===== config.mk =====
export PLATFORM = sky130hd
export DESIGN_NAME = multiplier_controller_flat
export DESIGN_NICKNAME = d
export VERILOG_FILES = /design/src/rtl/multiplier_controller_pkg.sv /design/src/rtl/multiplier_controller_if.sv /design/src/rtl/multiplier_controller_iter_counter.sv /design/src/rtl/multiplier_controller.sv /design/src/flat_wrapper.sv
export SDC_FILE = /design/constraint.sdc
export NUM_CORES = 1
export LEC_CHECK = 0
export BUFFER_PORTS_ARGS = -buffer_cell sky130_fd_sc_hd__buf_2
export CORE_AREA = 2 2 39 41
export CTS_BUF_LIST = sky130_fd_sc_hd__clkbuf_2 sky130_fd_sc_hd__clkbuf_4 sky130_fd_sc_hd__clkbuf_8
export CTS_CLUSTER_SIZE = 16
export DETAILED_ROUTE_END_ITERATION = 16
export DIE_AREA = 0 0 41 43
export PLACE_DENSITY = 0.59
export SLEW_MARGIN = 20
export SYNTH_ARGS = -nofsm -noshare
export SYNTH_HDL_FRONTEND = slang
export SYNTH_SLANG_ARGS = --single-unit

===== constraint.sdc =====
create_clock -name Clk -period 1.3 [get_ports Clk]
set_clock_uncertainty 0.15 [all_clocks]
set_input_delay 0 -clock Clk [delete_from_list [all_inputs] [get_ports Clk]]
set_output_delay 0 -clock Clk [all_outputs]
set_load 0.01 [all_outputs]

===== src/rtl/multiplier_controller_pkg.sv =====
// Shared types and sizing for the add-shift multiplier controller.
package mult_ctrl_pkg;
   localparam int unsigned MULT_N_BITS = 8;
   typedef enum logic [2:0] {IDLE, CLR, ADD, SHIFT, HOLD} mult_state_t;
endpackage


===== src/rtl/multiplier_controller_if.sv =====
// Control/status bundle between the front panel, the controller and the X/A/B datapath.
interface multiplier_controller_if;
   logic Run;
   logic ClearA_LoadB;
   logic M;
   logic Clr_XA;
   logic Ld_B;
   logic Add_En;
   logic Fn;
   logic Shift_En;
   logic Busy;
   logic Done;

   modport master (
      output Run, ClearA_LoadB, M,
      input  Clr_XA, Ld_B, Add_En, Fn, Shift_En, Busy, Done
   );

   modport slave (
      input  Run, ClearA_LoadB, M,
      output Clr_XA, Ld_B, Add_En, Fn, Shift_En, Busy, Done
   );
endinterface


===== src/rtl/multiplier_controller_iter_counter.sv =====
// Iteration index for the add/shift loop; flags the final (sign) iteration.
module mult_iter_counter #(
   parameter  int unsigned N_BITS = 8,
   localparam int unsigned W      = (N_BITS > 1) ? $clog2(N_BITS) : 1
) (
   input  logic Clk,
   input  logic Reset,
   input  logic clr,
   input  logic inc,
   output logic last
);
   logic [W-1:0] cnt;

   always_ff @(posedge Clk or posedge Reset) begin
      if (Reset) begin
         cnt <= '0;
      end else if (clr) begin
         cnt <= '0;
      end else if (inc) begin
         cnt <= cnt + W'(1);
      end
   end

   assign last = (cnt == W'(N_BITS - 1));
endmodule


===== src/rtl/multiplier_controller.sv =====
// Sequencing FSM for the signed add-shift multiplier: clear, then N add/shift pairs, then hold.
module multiplier_controller
   import mult_ctrl_pkg::*;
#(
   parameter int unsigned N_BITS = MULT_N_BITS
) (
   input logic                   Clk,
   input logic                   Reset,
   multiplier_controller_if.slave bus
);
   mult_state_t state;
   mult_state_t state_nxt;
   logic        last;
   logic        armed;

   mult_iter_counter #(.N_BITS(N_BITS)) u_cnt (
      .Clk   (Clk),
      .Reset (Reset),
      .clr   (state == CLR),
      .inc   ((state == SHIFT) && !last),
      .last  (last)
   );

   // armed stays low for the cycle in which reset is released so IDLE outputs remain quiet
   always_ff @(posedge Clk or posedge Reset) begin
      if (Reset) begin
         state <= IDLE;
         armed <= 1'b0;
      end else begin
         state <= state_nxt;
         armed <= 1'b1;
      end
   end

   always_comb begin
      state_nxt = state;
      case (state)
         IDLE:    if (bus.Run) state_nxt = CLR;
         CLR:     state_nxt = ADD;
         ADD:     state_nxt = SHIFT;
         SHIFT:   state_nxt = last ? HOLD : ADD;
         HOLD:    if (!bus.Run) state_nxt = IDLE;
         default: state_nxt = IDLE;
      endcase
   end

   always_comb begin
      bus.Clr_XA   = 1'b0;
      bus.Ld_B     = 1'b0;
      bus.Add_En   = 1'b0;
      bus.Fn       = 1'b0;
      bus.Shift_En = 1'b0;
      bus.Busy     = 1'b0;
      bus.Done     = 1'b0;
      case (state)
         IDLE: begin
            if (armed && !bus.Run) begin
               bus.Ld_B   = bus.ClearA_LoadB;
               bus.Clr_XA = bus.ClearA_LoadB;
            end
         end
         CLR: begin
            bus.Clr_XA = 1'b1;
            bus.Busy   = 1'b1;
         end
         ADD: begin
            // last iteration subtracts: the multiplier MSB carries negative weight
            bus.Add_En = bus.M;
            bus.Fn     = last;
            bus.Busy   = 1'b1;
         end
         SHIFT: begin
            bus.Shift_En = 1'b1;
            bus.Busy     = 1'b1;
         end
         HOLD:    bus.Done = 1'b1;
         default: ;
      endcase
   end
endmodule


===== src/flat_wrapper.sv =====
// flat-port wrapper written by rule: the top's interface ports become plain ports
module multiplier_controller_flat import mult_ctrl_pkg::*;
#(
   parameter int unsigned N_BITS = MULT_N_BITS
)
  (Clk, Reset, bus_Run, bus_ClearA_LoadB, bus_M, bus_Clr_XA, bus_Ld_B, bus_Add_En, bus_Fn, bus_Shift_En, bus_Busy, bus_Done);
  multiplier_controller_if bus_i ();
  input logic Clk;
  input logic Reset;
  input wire logic [$bits(bus_i.Run)-1:0] bus_Run;
  input wire logic [$bits(bus_i.ClearA_LoadB)-1:0] bus_ClearA_LoadB;
  input wire logic [$bits(bus_i.M)-1:0] bus_M;
  output wire logic [$bits(bus_i.Clr_XA)-1:0] bus_Clr_XA;
  output wire logic [$bits(bus_i.Ld_B)-1:0] bus_Ld_B;
  output wire logic [$bits(bus_i.Add_En)-1:0] bus_Add_En;
  output wire logic [$bits(bus_i.Fn)-1:0] bus_Fn;
  output wire logic [$bits(bus_i.Shift_En)-1:0] bus_Shift_En;
  output wire logic [$bits(bus_i.Busy)-1:0] bus_Busy;
  output wire logic [$bits(bus_i.Done)-1:0] bus_Done;
  assign bus_i.Run = bus_Run;
  assign bus_i.ClearA_LoadB = bus_ClearA_LoadB;
  assign bus_i.M = bus_M;
  assign bus_Clr_XA = bus_i.Clr_XA;
  assign bus_Ld_B = bus_i.Ld_B;
  assign bus_Add_En = bus_i.Add_En;
  assign bus_Fn = bus_i.Fn;
  assign bus_Shift_En = bus_i.Shift_En;
  assign bus_Busy = bus_i.Busy;
  assign bus_Done = bus_i.Done;
  multiplier_controller #(.N_BITS(N_BITS)) u_core (.Clk(Clk), .Reset(Reset), .bus(bus_i));
endmodule

==> run_results.csv <==
group,metric,value,unit
logic_synthesis,yosysSeqAreaShare,47.0,%
clock_network,cts.path.max_buffers,2,
final_layout,regArea,176,um^2
route,ant_nets,0,
critical_path,r2r_start,"u_core.u_cnt.cnt[0]",
global_routing,grt_use_met2,18.4,%
logic_synthesis,yosys_register_bits,7,
sta,period_minus_slack,1.39,ns
final_layout,drive_gt1_share,62.7,%
floorplan,fp.dieH,43,um
sta,hold_viol_final,0,
floorplan,dieArea,1760,um^2
sta,setup_viol,10,
placed_design,dp_hpwl,635,um
critical_path,crit_required,1.15,ns
pwr,cellPowerDensity,2210,nW/um^2
route,first_iter_violations,3,
sta,layout_setup_ws,-0.0914,ns
logic_synthesis,netlist_instances,40,
placed_design,dp_worst_setup_slack,-0.0569,ns
final_layout,n_antenna_cell,0,
sta,rsz0062_at_grt,"yes",
critical_path,startpoint_type,"register",
sta,period_share,107,%
placed_design,numPortBuffers,11,
pwr,p_leak,0.316,nW
final_layout,areaGrowthSynthToFinish,82.9,%
global_routing,antenna_found_initial,0,
clock_network,cts-root-buf,"clkbuf_4",
floorplan,io_pins,12,
route,wirelength,882,um
floorplan,die_w,41,um
global_routing,grt_pass1_vias,395,
clock_network,cts_buffers,3,
flow_run,maxCapViolations,0,
outcome,violations,"negative setup slack",
critical_path,timing.rr.end,"u_core.u_cnt.cnt[1]",
critical_path,crit_type,"reg2out",
clock_network,cts_sinks,7,
placed_design,globalplace.congestion,0.708,
sta,final_max_slew_viol_count,0,
global_routing,grt_busiest_layer,"met2",
floorplan,core-area,1380,um^2
route,drt-vias-per-instance,4.58,
route,drc_errors,0,
critical_path,critPathArrivalTime,1.24,ns
outcome,status,"finished, violations left",
global_routing,gr-total-overflow,0,
sta,max_freq,719,MHz
clock_network,cts_tree,"yes",
global_routing,grt_max_degree,8,
logic_synthesis,synth_area_per_cell,9.32,um^2
clock_network,cts_max_level,1,
logic_synthesis,netlist_area,373,um^2
global_routing,use_met3,3.14,%
critical_path,cp_max_fo,5,
global_routing,track_usage,13.4,%
floorplan,start_util,26.9,%
pwr,vdd_drop_max,0.00112,V
final_layout,multiInputGateArea,255,um^2
final_layout,nFillCells,132,
worst_hold_path,hold_path_class,"in2async",
logic_synthesis,synth_nets,47,
critical_path,endpoint_kind,"output port",
global_routing,grt_pass1_wl,1570,um
critical_path,r2r_cells,4,
critical_path,r2r_setup_slack,-0.06,ns
route,avgRoutedWirePerCell,10.6,um
route,vias,380,
sta,finalHoldWorstSlack,0.0836,ns
floorplan,fp-row-count,14,
route,first_pass_iters,4,
global_routing,grtUsageMet1,18.4,%
clock_network,clkLatencyLatePin,0.24,ns
logic_synthesis,ys_types,21,
logic_synthesis,synth_warnings,0,
clock_network,clk_pin_slew,0.05,ns
final_layout,layout.nets,75,
state kept, by name, summed over array words and instances (netlist names):
register and cells:
u_core.armed 1, u_core.u_cnt.cnt 3, u_core.state 3
power breakdown:
part	internal (mW)	switching, mW	total [mW]
logic	0.531	0.381	0.912
registers	0.305	0.0822	0.387
clock network	0.137	0.0691	0.206
area by class of cell:
class	count	area share [%]
multi-input cells	30	37.4
inverters	2	1.47
clock buffers	4	4.40
repair buffers	24	27.9
flip-flops and latches	7	25.9
well taps	16	2.94
layer usage:
layer / wire (um) / vias up / share of wire (%)
met5: 0 / - / 0
met4: 0 / 0 / 0
met3: 20 / 0 / 2.3
met2: 463 / 7 / 52
met1: 398 / 181 / 45
li1: - / 192 / -
how the worst max path moves through the flow:
stage	cells after the start	endpoint	slack, ns	startpoint
after floorplan	5	u_core.u_cnt.cnt[0]	0.004	u_core.u_cnt.cnt[0]
after global placement	4	u_core.state[1]	-0.06	u_core.u_cnt.cnt[0]
after detailed placement	5	u_core.u_cnt.cnt[1]	-0.06	u_core.u_cnt.cnt[0]
after CTS	4	bus_Fn	-0.11	u_core.u_cnt.cnt[1]
after global routing	4	bus_Fn	-0.14	u_core.u_cnt.cnt[0]
final	4	bus_Fn	-0.09	u_core.u_cnt.cnt[0]
logic make-up after synthesis:
| kind of cell | Yosys count | synth area share (%) |
|---|---|---|
| buf+inv | 3 | 3.36 |
| fa+ha+maj | 2 | 6.71 |
| flops | 7 | 47.0 |
| other cells | 1 | 1.01 |
| compound gates | 8 | 12.8 |
| simple gates | 19 | 29.2 |
cell usage after synthesis, drive strengths merged:
library cell	n	area share [%]
or2	1	1.7
nand2b	2	3.4
nor2	3	3.0
nand2	2	2.0
and2	3	5.4
nor4	1	1.7
a32o	1	2.7
nand3b	1	2.0
and2b	1	2.0
nor3	2	2.7
o21ai	6	8.1
and3	3	5.4
dfrtp	7	47
inv	2	2.0
conb	1	1.0
a211oi	1	2.0
ha	2	6.7
buf	1	1.3
through the flow:
stage / TNS, ns / total power [mW] / area (um^2) / utilization, % / instances
5_1_grt: -0.923 / 1.63 / 682 / 49.3 / 83
2_1_floorplan: 0 / 0.731 / 390 / - / 40
6_report: -0.403 / 1.51 / 682 / 49.3 / 83
4_1_cts: -0.358 / 1.38 / 619 / 44.8 / 82
3_3_place_gp: -0.186 / 0.958 / 505 / 36.5 / 72
3_5_place_dp: -0.216 / 0.977 / 505 / 36.5 / 72
what timing repair did:
item,4_1_cts,5_1_grt
buffers inserted,4,1
hold buffers,2,0
endpoints found under the hold margin,9,0
resized for setup,8,14
setup endpoints to repair,10,10
pin swaps,7,6
worst max-delay path, cell delays in order (launching register included):
cell,delay [ns]
dfrtp_1,0.37
ha_2,0.20
ha_4,0.17
and3_4,0.14
buf_6,0.11
cells in the final DEF (no fill, tap or decap), types with 2 or more instances in the layout:
cell type	count
nor2_1	2
clkbuf_4	4
and3_4	3
o21ai_1	5
buf_6	6
nand2_1	2
nand2b_1	2
dlygate4sd3_1	2
buf_2	7
buf_4	9
dfrtp_1	6
and2_4	3
(Power assumes the default switching activity.)
